File: src/rtl/regfile_wb_arbiter_pkg.sv
// Shared constants for the register-file write-back arbiter slice.
//   NREQ_DEF  : default number of write-back requesters
//   AW_DEF    : default register index width
//   DW_DEF    : default data width
//   PTR_W_DEF : round-robin pointer width for the default NREQ
//   CNT_W     : conflict counter width
package regfile_wb_arbiter_pkg;

   localparam int NREQ_DEF  = 4;
   localparam int AW_DEF    = 5;
   localparam int DW_DEF    = 32;
   localparam int PTR_W_DEF = $clog2(NREQ_DEF);
   localparam int CNT_W     = 16;

   // Pointer width for an arbitrary requester count; never zero so a
   // single-requester build still has a legal vector.
   function automatic int ptr_width(input int n);
      return (n > 1) ? $clog2(n) : 1;
   endfunction

endpackage

File: src/rtl/regfile_wb_arbiter_if.sv
// Write-back request bus between requesters and the arbiter.
//   req_valid : per-requester request
//   req_reg   : per-requester destination register (packed, AW each)
//   req_data  : per-requester write data (packed, DW each)
//   req_ready : combinational per-requester acknowledge from the arbiter
// Modports: master = requester side, slave = arbiter side.
interface regfile_wb_arbiter_if
   import regfile_wb_arbiter_pkg::*;
#(
   parameter int NREQ = NREQ_DEF,
   parameter int AW   = AW_DEF,
   parameter int DW   = DW_DEF
);
   logic [NREQ-1:0]    req_valid;
   logic [NREQ*AW-1:0] req_reg;
   logic [NREQ*DW-1:0] req_data;
   logic [NREQ-1:0]    req_ready;

   modport master (output req_valid, req_reg, req_data, input req_ready);
   modport slave  (input req_valid, req_reg, req_data, output req_ready);
endinterface

File: src/rtl/regfile_wb_arbiter_rr_pick.sv
// Masked find-first-set with wrap: returns the first set bit of req at or
// after ptr, scanning upward modulo NREQ.
//   req   : candidate mask
//   ptr   : starting index
//   found : any candidate present
//   idx   : index of the selected candidate (0 when none)
module regfile_wb_arbiter_rr_pick
   import regfile_wb_arbiter_pkg::*;
#(
   parameter int NREQ = NREQ_DEF,
   parameter int PW   = ptr_width(NREQ)
)(
   input  logic [NREQ-1:0] req,
   input  logic [PW-1:0]   ptr,
   output logic            found,
   output logic [PW-1:0]   idx
);
   always_comb begin
      int unsigned j;
      found = 1'b0;
      idx   = '0;
      for (int unsigned i = 0; i < NREQ; i++) begin
         j = (32'(ptr) + i) % NREQ;
         if (!found && req[j]) begin
            found = 1'b1;
            idx   = PW'(j);
         end
      end
   end
endmodule

File: src/rtl/regfile_wb_arbiter.sv
// Dual-port register-file write-back arbiter.
//   clk, rst        : clock, asynchronous active-low reset
//   wb_hold         : suppress all grants and acknowledges
//   req             : request bus (slave side)
//   we1/we2         : registered write enables, ports 1 and 2
//   writeRegister1/2: registered destination indices
//   writeData1/2    : registered write data
//   conflict_cnt    : saturating count of same-register conflict cycles
// Up to two requests with distinct nonzero destinations are granted per
// cycle in round-robin order; r0 writes are acknowledged and dropped.
module regfile_wb_arbiter
   import regfile_wb_arbiter_pkg::*;
#(
   parameter int NREQ = NREQ_DEF,
   parameter int AW   = AW_DEF,
   parameter int DW   = DW_DEF
)(
   input  logic                    clk,
   input  logic                    rst,
   input  logic                    wb_hold,
   regfile_wb_arbiter_if.slave     req,
   output logic                    we1,
   output logic                    we2,
   output logic [AW-1:0]           writeRegister1,
   output logic [AW-1:0]           writeRegister2,
   output logic [DW-1:0]           writeData1,
   output logic [DW-1:0]           writeData2,
   output logic [CNT_W-1:0]        conflict_cnt
);
   localparam int PW = ptr_width(NREQ);

   logic [PW-1:0]   rr_ptr, start2, idx1, idx2;
   logic            g1, g2;
   logic [NREQ-1:0] elig, conf, mask2, zero_dst, ready;
   logic [AW-1:0]   reg1, reg2;
   logic [DW-1:0]   data1, data2;

   always_comb begin
      elig     = '0;
      zero_dst = '0;
      for (int unsigned i = 0; i < NREQ; i++) begin
         zero_dst[i] = (req.req_reg[i*AW +: AW] == '0);
         elig[i]     = req.req_valid[i] && !zero_dst[i] && !wb_hold;
      end
   end

   regfile_wb_arbiter_rr_pick #(.NREQ(NREQ), .PW(PW)) u_pick1 (
      .req   (elig),
      .ptr   (rr_ptr),
      .found (g1),
      .idx   (idx1)
   );

   always_comb begin
      reg1   = req.req_reg[32'(idx1)*AW +: AW];
      data1  = req.req_data[32'(idx1)*DW +: DW];
      start2 = (32'(idx1) == NREQ - 1) ? '0 : idx1 + PW'(1);
      conf   = '0;
      mask2  = '0;
      // Second pick sees everything eligible except the first grant and
      // anything targeting the same register as it.
      for (int unsigned i = 0; i < NREQ; i++) begin
         if (g1 && elig[i] && (i != 32'(idx1))) begin
            if (req.req_reg[i*AW +: AW] == reg1) conf[i]  = 1'b1;
            else                                 mask2[i] = 1'b1;
         end
      end
   end

   regfile_wb_arbiter_rr_pick #(.NREQ(NREQ), .PW(PW)) u_pick2 (
      .req   (mask2),
      .ptr   (start2),
      .found (g2),
      .idx   (idx2)
   );

   always_comb begin
      reg2  = req.req_reg[32'(idx2)*AW +: AW];
      data2 = req.req_data[32'(idx2)*DW +: DW];
      ready = '0;
      for (int unsigned i = 0; i < NREQ; i++) begin
         ready[i] = !wb_hold && req.req_valid[i] &&
                    (zero_dst[i] || (g1 && i == 32'(idx1)) || (g2 && i == 32'(idx2)));
      end
   end

   assign req.req_ready = ready;

   always_ff @(posedge clk or negedge rst) begin
      if (!rst) begin
         we1            <= 1'b0;
         we2            <= 1'b0;
         writeRegister1 <= '0;
         writeRegister2 <= '0;
         writeData1     <= '0;
         writeData2     <= '0;
         rr_ptr         <= '0;
         conflict_cnt   <= '0;
      end else begin
         we1 <= g1;
         we2 <= g2;
         if (g1) begin
            writeRegister1 <= reg1;
            writeData1     <= data1;
         end
         if (g2) begin
            writeRegister2 <= reg2;
            writeData2     <= data2;
         end
         if (g2)      rr_ptr <= (32'(idx2) == NREQ - 1) ? '0 : idx2 + PW'(1);
         else if (g1) rr_ptr <= start2;
         if ((|conf) && (conflict_cnt != '1)) conflict_cnt <= conflict_cnt + 1'b1;
      end
   end
endmodule
File: src/flat_wrapper.sv
// flat-port wrapper written by rule: the top's interface ports become plain ports
module regfile_wb_arbiter_flat import regfile_wb_arbiter_pkg::*;
#(
   parameter int NREQ = NREQ_DEF,
   parameter int AW   = AW_DEF,
   parameter int DW   = DW_DEF
)
  (clk, rst, wb_hold, we1, we2, writeRegister1, writeRegister2, writeData1, writeData2, conflict_cnt, req_req_valid, req_req_reg, req_req_data, req_req_ready);
  regfile_wb_arbiter_if #(.NREQ(NREQ), .AW(AW), .DW(DW)) req_i ();
  input  logic clk;
  input  logic rst;
  input  logic wb_hold;
  output logic we1;
  output logic we2;
  output logic [AW-1:0] writeRegister1;
  output logic [AW-1:0] writeRegister2;
  output logic [DW-1:0] writeData1;
  output logic [DW-1:0] writeData2;
  output logic [CNT_W-1:0] conflict_cnt;
  input wire logic [$bits(req_i.req_valid)-1:0] req_req_valid;
  input wire logic [$bits(req_i.req_reg)-1:0] req_req_reg;
  input wire logic [$bits(req_i.req_data)-1:0] req_req_data;
  output wire logic [$bits(req_i.req_ready)-1:0] req_req_ready;
  assign req_i.req_valid = req_req_valid;
  assign req_i.req_reg = req_req_reg;
  assign req_i.req_data = req_req_data;
  assign req_req_ready = req_i.req_ready;
  regfile_wb_arbiter #(.NREQ(NREQ), .AW(AW), .DW(DW)) u_core (.clk(clk), .rst(rst), .wb_hold(wb_hold), .req(req_i), .we1(we1), .we2(we2), .writeRegister1(writeRegister1), .writeRegister2(writeRegister2), .writeData1(writeData1), .writeData2(writeData2), .conflict_cnt(conflict_cnt));
endmodule
File: config.mk
export PLATFORM = sky130hd
export DESIGN_NAME = regfile_wb_arbiter_flat
export DESIGN_NICKNAME = d
export VERILOG_FILES = /design/src/rtl/regfile_wb_arbiter_pkg.sv /design/src/rtl/regfile_wb_arbiter_if.sv /design/src/rtl/regfile_wb_arbiter_rr_pick.sv /design/src/rtl/regfile_wb_arbiter.sv /design/src/flat_wrapper.sv
export SDC_FILE = /design/constraint.sdc
export NUM_CORES = 1
export LEC_CHECK = 0
export CAP_MARGIN = 10
export CORE_AREA = 2 2 144 146
export DETAILED_ROUTE_END_ITERATION = 10
export DIE_AREA = 0 0 146 148
export PLACE_DENSITY = 0.64
export RECOVER_POWER = 50
export SETUP_SLACK_MARGIN = 0.3
export SYNTH_ARGS = -nofsm -noshare
export SYNTH_HDL_FRONTEND = slang
export SYNTH_SLANG_ARGS = --single-unit
File: constraint.sdc
create_clock -name clk -period 6.55 [get_ports clk]
set_clock_uncertainty 0.05 [all_clocks]
set_input_delay 0.9825 -clock clk [delete_from_list [all_inputs] [get_ports clk]]
set_output_delay 0.9825 -clock clk [all_outputs]
set_load 0.02 [all_outputs]
==> results of run 1 <==
worst min path at each step:
stage                                from  cells past startpoint                     to
global route        u_core.writeData1[16]                      2  u_core.writeData1[16]
floorplan            u_core.writeData1[0]                      2   u_core.writeData1[0]
global placement    u_core.writeData1[16]                      2  u_core.writeData1[16]
finish              u_core.writeData1[18]                      2  u_core.writeData1[18]
detailed placement   u_core.writeData1[3]                      2   u_core.writeData1[3]
CTS                 u_core.writeData1[16]                      2  u_core.writeData1[16]
timing repair:
| action | 4_1_cts | 5_1_grt |
|---|---|---|
| cloned | 0 | 1 |
| gates resized for setup | 8 | 28 |
| pin swaps | 1 | 10 |
| setup buffers | 0 | 5 |
| setup endpoints to repair | 4 | 4 |
logic make-up (layout without fill, tap and decap cells):
family,Yosys count,count (layout),synth area share [%]
muxes,78,78,11.1
buffers and inverters,98,353,6.20
and+or+nand+nor,458,458,29.4
AOI/OAI and AO/OA,134,134,14.5
xor gates and xnor gates,32,32,3.97
adders and majority gates,9,9,1.59
DFF,94,94,33.3
state kept, by name, summed over array words and instances, names as in the netlist:
| register | cells |
|---|---|
| u_core.writeRegister2 | 5 |
| u_core.rr_ptr | 2 |
| u_core.writeRegister1 | 5 |
| u_core.writeData2 | 32 |
| u_core.conflict_cnt | 16 |
| u_core.we1 | 1 |
| u_core.we2 | 1 |
| u_core.writeData1 | 32 |
through the flow:
| stage | cells | hold slack (ns) | utilization, % |
|---|---|---|---|
| 2_1_floorplan | 903 | 0.533 | - |
| 3_3_place_gp | 1407 | 0.399 | 50.3 |
| 3_5_place_dp | 1407 | 0.405 | 50.3 |
| 4_1_cts | 1422 | 0.421 | 51.8 |
| 5_1_grt | 1428 | 0.430 | 52.7 |
| 6_report | 1428 | 0.411 | 52.7 |
worst max-delay path, delay by kind of cell:
family / cells / cell delay [ns]
AOI/OAI and AO/OA: 6 / 1.31
adders and majority gates: 1 / 0.16
buffers and inverters: 8 / 1.61
and+or+nand+nor: 4 / 1.06
per-layer routing:
metal	GRT usage [%]	vias up
li1	-	3682
met4	6.36	0
met3	6.51	29
met5	0	-
met1	31.3	3769
met2	41.3	342
layout make-up:
cell class | count | area (µm²)
Clock buffer | 10 | 239
Clock inverter | 5 | 43.8
Fill cell | 1981 | 9490
Inverter | 17 | 66.3
Multi-Input combinational cell | 711 | 4450
Sequential cell | 94 | 2350
Tap cell | 270 | 338
Timing Repair Buffer | 321 | 3060
placed cells by master (no fill, tap or decap), types with 13 or more instances in the layout:
master	count
mux2i_1	76
buf_4	65
xor2_1	19
xnor2_1	13
nand2_1	222
nor2_1	57
a211oi_1	16
clkdlybuf4s50_1	197
o21ai_0	16
inv_1	15
a221oi_1	39
dfrtp_1	94
nand3_1	111
dlygate4sd3_1	48
report_power, final:
part	total [mW]	switching [mW]	leakage, nW	internal (mW)
Clock	0.516	0.245	0.133	0.271
Sequential	0.910	0.129	1.10	0.782
Combinational	1.75	0.976	3.54	0.771
Yosys cell counts (3+ instances only):
master / instances
o211a_1: 3
nor3_1: 13
a211oi_1: 16
and2_1: 4
nand2b_1: 11
dfrtp_1: 94
ha_1: 9
buf_2: 11
or2_2: 5
buf_6: 6
xor2_1: 19
buf_4: 3
clkbuf_1: 51
a21o_1: 4
and4_1: 5
mux2i_1: 77
buf_1: 10
xnor2_1: 13
o21a_1: 5
nor2b_1: 3
o21ai_1: 5
nor4_1: 4
inv_1: 15
o21ai_0: 16
o211ai_1: 5
a221oi_1: 39
a21oi_1: 14
nor2_1: 58
and3_1: 4
nand3_1: 111
nand2_1: 222
==> reports/qor.csv, run 1 <==
metric,value,unit
outcome,finished with violations,
violations,"capacitance limit, slew limit",
synth_ff_type,dfrtp_1,
portBuffers,250,
clock_sinks,94,
fin_ws,0.391,ns
path_common_cell,buf_4,
grt_usage,24.5,%
grt_overflow,0,
ir_drop,193,µV
worstPathCellList,clkdlybuf4s50_1 > buf_4 > nor4_4 > buf_4 > a21oi_1 > o31a_1 > nor2_4 > inv_4 > buf_4 > a2111oi_4 > a21oi_2 > a32o_1 > or3b_4 > buf_4 > inv_2 > ha_1 > a222oi_1 > nor2_1 > clkdlybuf4s15_1,
rsz0062_at_grt,true,
drive_above_1_share,11.3,%
crit_end,req_req_ready[3],
ios,251,
period_share,94.0,%
synth_seq_cells,94,
rows,52,
rrSetupSlack,2.50,ns
hold_violations,0,
drc,0,
synth_edf_count,0,
setup_viol,0,
power.leakage,4.78,nW
r2r-start,u_core.rr_ptr[1],
setup_tns,0,ns
yosys.area.top_type,dfrtp_1,
avgRoutedWirePerCell,18.9,µm
final_cell_area,0.0106,mm²
crit_path_end_kind,output pin,
worst_slew_pin_slew,1.83,ns
synth_top_cell_area_share,33.3,%
area_growth_syn_to_layout,49.3,%
drv_slew,71,
yosys_warnings,0,
arrival,5.13,ns
reg2reg_depth,13,
first_global_vias,7588,
antenna_found_initial,0,
cp_max_fo,10,
async_flop_share,100,%
gp_congestion,0.925,
h-tree-depth,3,
ctsHoldBuffers,0,
antenna_cells,0,
slowest_delay,0.45,ns
cts_root_buf,clkbuf_16,
hp-class,flop to flop,
wl_met1,11000,µm
clock.fmax,0.162,GHz
clkTransAtPathRegs,0.07,ns
start_util,35.3,%
post_synth_num_cell_types,63,
fp.dieW,146,µm
slew_headroom,-21.8,%
total_power,3.17,mW
cp.required,5.52,ns
viasPerCell,5.48,
worst_path_max_delay_cell,clkdlybuf4s50_1,
drt-initial-drc-count,568,
postSynthCellCount,903,
numCtsBuffers,9,
power_density,301,mW/mm²
dp_slack,-0.0139,ns
totalWireLength,26900,µm
synth_nets,1067,
route.met3.wl,2390,µm
grt_pass1_wl,42200,µm
routed.top_layer,met4,
postPlaceCellArea,0.0101,mm²
route.vias.total,7822,
die_h,148,µm
clockBufferDepth,2,
path_class,primary input to output pin,
clk_latency,0.35,ns
die_area,0.0216,mm²
period_minus_slack,6.16,ns
wl_met2,13100,µm
cap_violations,1,
syn_area_per_cell,7.83,µm²
dpl.hpwl,19200,µm
ant_nets,0,
critPathLaunch,req_req_reg[0],
dr.pass1.iters,5,
timing.rr.end,u_core.writeData2[26],
yosysSeqAreaShare,33.3,%
syn_area,0.00707,mm²
yosys-top-cells-area,"dfrtp_1, nand2_1, mux2i_1",
grt_max_degree,71,
fp.coreArea,0.0200,mm²
cts_tree,yes,
start_kind,primary input,
num-nets-final,1318,
Power figures use the tool's default switching activity.
==> run 2: changes to the inputs <==
SETUP_SLACK_MARGIN = 0.4   (was 0.3)
SKIP_CTS_REPAIR_TIMING = 1   (was default)
==> reports/qor.csv, run 2 (synthesized netlist as in run 1, its figures left out) <==
metric,value,unit,change
antenna_found_initial,0,,unchanged
p_clk_share,16.1,%,was 16.3%
period_minus_slack,6.04,ns,was 6.16 ns
drc,0,,unchanged
worst_slew_pin_slew,1.83,ns,about the same
ios,251,,unchanged
setup_viol,0,,unchanged
die_h,148,µm,unchanged
drive_above_1_share,12.3,%,was 11.3%
clock_sinks,94,,unchanged
clockBufferDepth,2,,unchanged
ant_nets,0,,unchanged
cp_max_fo,7,,was 10
rrSetupSlack,2.34,ns,was 2.50 ns
clock.fmax,0.166,GHz,was 0.162 GHz
hold_ws,0.411,ns,about the same
numCtsBuffers,9,,unchanged
fp.dieW,146,µm,unchanged
portBuffers,250,,unchanged
power_density,300,mW/mm²,was 301 mW/mm²
first_global_vias,7552,,"was 7,588"
avgRoutedWirePerCell,18.7,µm,was 18.9 µm
rsz0062_at_grt,false,,was true
hold_violations,0,,unchanged
drv_slew,71,,unchanged
drt-initial-drc-count,538,,was 568
cts_tree,yes,,unchanged
setup_tns,0,ns,unchanged
totalWireLength,26900,µm,about the same
clkTransAtPathRegs,0.07,ns,about the same
crit_path_end_kind,output pin,,unchanged
outcome,finished with violations,,unchanged
grt_max_degree,71,,unchanged
p_seq_share,28.5,%,was 28.7%
viasPerCell,5.46,,was 5.48
switching_share,42.4,%,was 42.5%
dp_cells,1407,,unchanged
fp.coreArea,0.0200,mm²,unchanged
start_util,35.3,%,unchanged
instances_no_fill,1433,,"was 1,428"
gp_congestion,0.925,,unchanged
route.vias.total,7824,,"was 7,822"
final_common_cell,nand2_1,,unchanged
num-nets-final,1323,,"was 1,318"
power.leakage,4.83,nW,was 4.78 nW
period_share,92.2,%,was 94.0%
dr.pass1.iters,5,,unchanged
clk_latency,0.34,ns,was 0.35 ns
grt_usage,24.5,%,about the same
dpl.hpwl,19200,µm,unchanged
start_kind,primary input,,unchanged
slew_headroom,-21.8,%,about the same
grt_overflow,0,,unchanged
area_growth_syn_to_layout,50.8,%,was 49.3%
ir_drop,193,µV,about the same
p_int,1.84,mW,was 1.82 mW
cts_root_buf,clkbuf_16,,unchanged
rows,52,,unchanged
violations,"capacitance limit, slew limit",,unchanged
grt_pass1_wl,42200,µm,about the same
final_cell_mix,"nand2_1, clkdlybuf4s50_1, nand3_1",,unchanged
hp-class,flop to flop,,unchanged
die_area,0.0216,mm²,unchanged
cp.required,5.52,ns,about the same
antenna_cells,0,,unchanged
h-tree-depth,3,,unchanged
path_class,primary input to output pin,,unchanged
netSwitchingPower,1.35,mW,about the same
cap_violations,1,,unchanged
combPwrFrac,55.4,%,was 55.1%
arrival,5.01,ns,was 5.13 ns
reg_top3,"u_core.writeData1 x32, u_core.writeData2 x32, u_core.conflict_cnt x16",,unchanged
[run 2: layer usage]
layer | GRT usage (%) | up-vias | wire (µm)
met1 | 31.3 | 3760 | 11200
met2 | 41.3 | 328 | 13000
met3 | 6.36 | 39 | 2200
met5 | 0 | - | 0
li1 | - | 3697 | -
met4 | 6.26 | 0 | 469
[run 2: power groups by stage]
stage               Clock, mW  Sequential [mW]  Combinational, mW
finish                  0.512            0.911               1.77
global route            0.557            0.942               1.90
CTS                     0.532            0.916               1.76
detailed placement          0            0.921               1.75
global placement            0            0.917               1.75
floorplan                   0             1.15              0.710
[run 2: final timing paths]
path                                             from                     to  cells after the start
worst max-delay path                   req_req_reg[3]       req_req_ready[0]                     17
worst min-delay path            u_core.writeData1[18]  u_core.writeData1[18]                      2
worst max register to register       u_core.rr_ptr[1]   u_core.writeData2[4]                     16
worst min register to register  u_core.writeData1[18]  u_core.writeData1[18]                      2
max in group asynchronous                         rst  u_core.writeData2[30]                      2
min in group asynchronous                         rst   u_core.writeData1[8]                      1
[run 2: area by class of cell]
cell class | count | area (µm²)
timing repair buffer | 326 | 3120
clock buffer | 10 | 239
fill | 1972 | 9380
clock inverter | 5 | 43.8
sequential | 94 | 2350
tap | 270 | 338
multi-input combinational | 711 | 4500
inverter | 17 | 66.3
[run 2: worst max-delay path, stage by stage]
cell and delay, ns:
clkdlybuf4s50_1 0.44, buf_6 0.16, nor4_4 0.31, buf_4 0.18, a21oi_1 0.07, o31a_1 0.36
buf_4 0.16, o21a_1 0.19, o211a_1 0.24, nor4_4 0.29, a21oi_2 0.13, a32o_1 0.26
or3b_4 0.40, ha_1 0.22, a222oi_1 0.34, nor2b_1 0.09, buf_4 0.17
[run 2: through the flow]
stage / instance area [µm²] / total power, mW / setup slack, ns / utilization [%]
final: 10700 / 3.19 / 0.510 / 53.2
after floorplan: 7070 / 1.86 / 0.560 / -
after global routing: 10700 / 3.40 / 0.334 / 53.2
after detailed placement: 10100 / 2.67 / -0.0139 / 50.3
after CTS: 10400 / 3.21 / -0.0501 / 51.7
after global placement: 10100 / 2.66 / 0.0507 / 50.3
